--- config.mk ---
export PLATFORM = sky130hd
export DESIGN_NAME = uart_cmd_parser
export DESIGN_NICKNAME = d
export VERILOG_FILES = /design/src/rtl/uart_cmd_parser.sv
export SDC_FILE = /design/constraint.sdc
export NUM_CORES = 1
export LEC_CHECK = 0
export BUFFER_PORTS_ARGS = -buffer_cell sky130_fd_sc_hd__buf_2
export CORE_MARGIN = 1
export CORE_UTILIZATION = 50
export DETAILED_ROUTE_END_ITERATION = 8
export MAX_ROUTING_LAYER = met4
export PLACE_DENSITY = 0.74
export SLEW_MARGIN = 5
export SYNTH_ARGS = -nofsm -noshare
export SYNTH_HDL_FRONTEND = slang
export SYNTH_SLANG_ARGS = --single-unit
--- constraint.sdc ---
create_clock -name clk -period 2.04 [get_ports clk]
set_clock_uncertainty 0.15 [all_clocks]
set_input_delay 0.204 -clock clk [delete_from_list [all_inputs] [get_ports clk]]
set_output_delay 0.204 -clock clk [all_outputs]
set_load 0.005 [all_outputs]
--- src/rtl/uart_cmd_parser.sv ---
// Command front end for the MITM tap: decodes PC-side UART bytes into forwarding
// enable updates and answers every command with one ACK/NAK/status byte.
module uart_cmd_parser #(
  parameter int SYSTEM_CLOCK  = 32000000,
  parameter int BAUD_RATE     = 9600,
  parameter int TIMEOUT_CHARS = 4
) (
  input  logic       clk,
  input  logic       rst,
  input  logic       rx_valid,
  input  logic [7:0] rx_data,
  input  logic       tx_rdy,
  output logic       tx_en,
  output logic [7:0] tx_data,
  output logic [1:0] en_mask,
  output logic       cmd_err
);

  localparam int TIMEOUT_CYCLES = (SYSTEM_CLOCK / BAUD_RATE) * 10 * TIMEOUT_CHARS;
  localparam int CNT_W = $clog2(TIMEOUT_CYCLES + 1);
  localparam logic [CNT_W-1:0] CNT_LAST = CNT_W'(TIMEOUT_CYCLES - 1);

  localparam logic [7:0] OP_EN     = 8'h65;
  localparam logic [7:0] OP_DIS    = 8'h64;
  localparam logic [7:0] OP_STAT   = 8'h73;
  localparam logic [7:0] RPL_ACK   = 8'h6B;
  localparam logic [7:0] RPL_NAK   = 8'h6E;
  localparam logic [7:0] RPL_STAT  = 8'h30;

  typedef enum logic [1:0] {IDLE, ARG, SEND, WAIT_BUSY} state_t;

  state_t            state_q;
  logic              op_en_q;
  logic [CNT_W-1:0]  cnt_q;
  logic              tx_en_q;
  logic [7:0]        tx_data_q;
  logic [1:0]        en_mask_q;
  logic              cmd_err_q;
  logic [1:0]        arg_mask_d;

  // Mask that a well-formed argument byte would produce for the latched opcode.
  always_comb begin
    arg_mask_d = en_mask_q;
    if (op_en_q) arg_mask_d = en_mask_q | rx_data[1:0];
    else         arg_mask_d = en_mask_q & ~rx_data[1:0];
  end

  always_ff @(posedge clk) begin
    if (rst) begin
      state_q   <= IDLE;
      op_en_q   <= 1'b0;
      cnt_q     <= '0;
      tx_en_q   <= 1'b0;
      tx_data_q <= 8'h00;
      en_mask_q <= 2'b00;
      cmd_err_q <= 1'b0;
    end else begin
      tx_en_q   <= 1'b0;
      cmd_err_q <= 1'b0;
      case (state_q)
        IDLE: begin
          if (rx_valid) begin
            if (rx_data == OP_EN || rx_data == OP_DIS) begin
              op_en_q <= (rx_data == OP_EN);
              cnt_q   <= '0;
              state_q <= ARG;
            end else if (rx_data == OP_STAT) begin
              tx_data_q <= RPL_STAT | {6'b0, en_mask_q};
              state_q   <= SEND;
            end else begin
              tx_data_q <= RPL_NAK;
              cmd_err_q <= 1'b1;
              state_q   <= SEND;
            end
          end
        end
        ARG: begin
          cnt_q <= cnt_q + CNT_W'(1);
          // An argument arriving in the expiry cycle takes priority over the timeout.
          if (rx_valid) begin
            if (rx_data[7:2] == 6'd0) begin
              en_mask_q <= arg_mask_d;
              tx_data_q <= RPL_ACK;
            end else begin
              tx_data_q <= RPL_NAK;
              cmd_err_q <= 1'b1;
            end
            state_q <= SEND;
          end else if (cnt_q == CNT_LAST) begin
            tx_data_q <= RPL_NAK;
            cmd_err_q <= 1'b1;
            state_q   <= SEND;
          end
        end
        SEND: begin
          if (tx_rdy) begin
            tx_en_q <= 1'b1;
            state_q <= WAIT_BUSY;
          end
        end
        WAIT_BUSY: begin
          // uart_tx must drop rdy before the next reply may be loaded.
          if (!tx_rdy) state_q <= IDLE;
        end
        default: state_q <= IDLE;
      endcase
      if (rx_valid && (state_q == SEND || state_q == WAIT_BUSY)) cmd_err_q <= 1'b1;
    end
  end

  assign tx_en   = tx_en_q;
  assign tx_data = tx_data_q;
  assign en_mask = en_mask_q;
  assign cmd_err = cmd_err_q;

endmodule

==> impl_metrics.yaml <==
status:
  outcome: "finished clean"
clock_network:
  cts_root_buffer: "clkbuf_4"
  deepest_level_of_the_cts_h_tree: 2
  number_of_buffers_created_by_cts: 5
  cts_max_path_buffers: 2
  clkLatencyLatePin_ns: 0.33
  tritoncts: "done"
  clk_pin_slew_ns: 0.10
  cts.sink_count: 31
detailed_routing:
  detailedRoute.firstPassIterationCount: 5
  route.detailed.drc: 0
  drt-vias-per-instance: 5.85
  routed_wirelength_um: 4280
  route.antenna.remaining_nets: 0
  routed-via-count: 1714
  post_drt_wl_per_cell_um: 14.6
  1st_iter_drt_viols: 131
critical_path:
  worst_setup_path_start_kind: "flop"
  critical_path.reg2reg.startpoint: "state_q[0]$_SDFFE_PP0P_"
  criticalPathCategory: "flop to flop"
  cp_slowest_cell: "mux2_2"
  critical_path.endpoint_type: "flop"
  reg2reg_to: "state_q[0]$_SDFFE_PP0P_"
  cp_common_cell: "buf_4"
  timing.critical_path.fanout_max: 11
  worst_r2r_path_depth: 7
  critical_path.cell_chain: "buf_4, ha_1, buf_4, nor2_1, o21a_1, a41oi_1, mux2_2"
  critical_path.startpoint: "state_q[0]$_SDFFE_PP0P_"
  timing.reg2reg.setup_slack_ns: 0.1
  critical_path_required_ns: 2.12
  cpPeakStageDelay_ns: 0.37
  critPathArrivalTime_ns: 2.02
min_path:
  hp-start: "rx_data[0]"
  holdCritPathClass: "input pin to flop"
  timing.hold.worst_path_depth: 3
  hold_end: "op_en_q$_SDFFE_PP0P_"
layout:
  drive_above_1_share: 0.259
  finish.net_count: 263
  number_of_antenna_diodes: 0
  finish.utilization: 0.642
  final-instance-count-excl-fill: 293
  multi_input_area_um2: 1070
  area_delta_synth_final_pct: 23.1
  filler_cell_count: 326
  area.sequential_um2: 621
  finish.instance_area_um2: 2140
timing:
  post-route-min-period_ns: 1.94
  timing.final.hold_violations: 0
  max_freq_ghz: 0.515
  grt_setup_unrepaired: "yes"
  setup_total_negative_slack_ns: 0
  final.period_utilization: 0.952
  layout_setup_ws_ns: 0.0988
  setup_viol: 0
  final_max_slew_viol_count: 0
die:
  floorplan.io_pins: 24
  initial_core_util: 0.521
  dieArea_um2: 3720
  floorplan.rows: 21
  die_w_um: 61.0
  coreArea_um2: 3340
  floorplan.die.height_um: 61.0
yosys:
  post-synth-top-area-cell: "dfxtp_1"
  fraction_of_synthesized_cell_area_taken_by_the_top_area_cell_type: 0.357
  combinational_family_with_the_most_area_after_synthesis: "simple AND/OR/NAND/NOR gates"
  ys_seq_area_frac: 0.357
  synth.ff_latch_count: 31
  ffs_w_async_s_r_synth: 0
  synth.net_count: 220
  synthesis.area_um2: 1740
  synth_most_common_cell: "dfxtp_1"
  post_synth_fa_ha_maj_area_fraction: 0.0360
  synthCells: 203
  synth_ff_type: "dfxtp_1"
  yosys_warnings: 0
  postSynthAreaPerCell_um2: 8.57
  multiplexer_fraction_of_the_synthesized_cell_area: 0.0525
  synth_compound_area_frac: 0.201
  synth.distinct_cells: 47
  number_of_flops_mapped_to_enable_cells_by_yosys: 0
  yosys.area_share.simple: 0.296
  most_used_standard_cells_in_the_synthesized_netlist: "dfxtp_1 (31), a21oi_1 (20), nand2_1 (20), o31ai_1 (11), or4_1 (11)"
  synth.area.top_cells: "dfxtp_1 (36%), a21oi_1 (5.8%), o31ai_1 (4.7%), or4_1 (4.7%), mux2i_1 (4.6%)"
  post_synth_xor_area_fraction: 0
power:
  clock_network_fraction_of_total_power: 0.278
  power.share.switching: 0.297
  power.net_switching_w: 0.000446
  power_density_nw_per_um2: 702
  power_frac_seq: 0.443
  max-vdd-ir-drop_mv: 0.527
  power.leakage_nw: 0.821
  comb_power_share: 0.279
  internal_power_w: 0.00106
global_routing:
  grt_ovf: 0
  initial_antenna_violation_count: 0
  grt_start_max_net_pins: 16
  grt_first_pass_wirelength_um: 7130
  gr-usage-all-layers: 0.276
  number_of_global_route_vias_before_repair: 1581
place:
  place.gp.congestion: 0.890
  dpl.hpwl_um: 2970
  dp.cells: 281
  post_dp_cell_area_um2: 2000
  post-place-ws_ns: 0.0123
  portBuffers: 22
flow_run:
  number_of_maximum_capacitance_constraint_violations: 0
## cell usage in the layout, fill, tap and decap left out, drive strengths merged, types with 5 or more instances in the layout
| cell | n |
|---|---|
| nor2 | 5 |
| clkbuf | 8 |
| nand2 | 20 |
| nand4 | 7 |
| or4 | 11 |
| inv | 9 |
| dfxtp | 31 |
| o21ai | 9 |
| a21oi | 20 |
| buf | 45 |
| o31ai | 11 |
| nand3 | 9 |
| ha | 5 |
| mux2i | 8 |
## flip-flops by register name, indices dropped and copies added (netlist names), named ones only
signal / count
cnt_q: 18
tx_en: 1
tx_data: 6
state_q: 2
cmd_err: 1
op_en_q: 1
## how the worst max path moves through the flow
stage	endpoint	slack, ns	cells past startpoint
after floorplan	cnt_q[10]$_SDFFE_PP0P_	0.06	7
after global placement	cnt_q[5]$_SDFFE_PP0P_	0.07	6
after detailed placement	cnt_q[11]$_SDFFE_PP0P_	0.01	6
after CTS	cnt_q[5]$_SDFFE_PP0P_	0.05	6
after global routing	state_q[0]$_SDFFE_PP0P_	-0.03	7
final	state_q[0]$_SDFFE_PP0P_	0.1	7
## routing by layer
layer | vias up | part of all wire | track usage
li1 | 860 | - | -
met1 | 812 | 0.45 | 0.315
met2 | 38 | 0.50 | 0.465
met3 | 4 | 0.043 | 0.0853
met4 | 0 | 0.0082 | 0.0779
met5 | - | 0 | -
## power by group through the flow
stage	sequential [W]	clock, W	combinational (W)
3_3_place_gp	0.000677	0	0.000367
6_report	0.000666	0.000417	0.000420
5_1_grt	0.000673	0.000451	0.000467
2_1_floorplan	0.000686	0	0.000212
4_1_cts	0.000665	0.000425	0.000382
3_5_place_dp	0.000678	0	0.000373
## worst max-delay path, delay by kind of cell, from the launching register on
kind	cells	cell delay, ns
AO/OA/AOI/OAI	2	0.43
adder cells (fa/ha/maj)	1	0.17
buffers and inverters	2	0.30
flip-flops	1	0.35
multiplexers	1	0.37
AND/OR/NAND/NOR	1	0.07
## cell families (layout without fill, tap and decap cells)
logic type,Yosys count,after routing
AO/OA/AOI/OAI,54,55
other,1,1
buffers and inverters,20,63
adder cells (fa/ha/maj),5,5
flip-flops,31,31
AND/OR/NAND/NOR,83,83
multiplexers,9,9
## through the flow
stage | hold slack [ns] | power, W
5_1_grt | 0.0261 | 0.00159
3_3_place_gp | 0.285 | 0.00104
4_1_cts | 0.00942 | 0.00147
2_1_floorplan | 0.198 | 0.000898
6_report | 0.0115 | 0.00150
3_5_place_dp | 0.293 | 0.00105
## what timing repair did
| action | CTS | global route |
|---|---|---|
| pin swaps | 1 | 3 |
| cloned | 1 | 0 |
| setup buffers | 0 | 2 |
| resized for setup | 1 | 7 |
| endpoints found under the setup margin | 4 | 20 |
| hold buffers | 1 | 0 |
| endpoints found under the hold margin | 1 | 0 |
## area by class of cell
cell class,count,area share
tap,46,0.0269
inverter,9,0.0158
clock buffer,8,0.0321
sequential,31,0.290
multi-input combinational,153,0.499
timing repair buffer,46,0.137
Power figures use the tool's default switching activity.
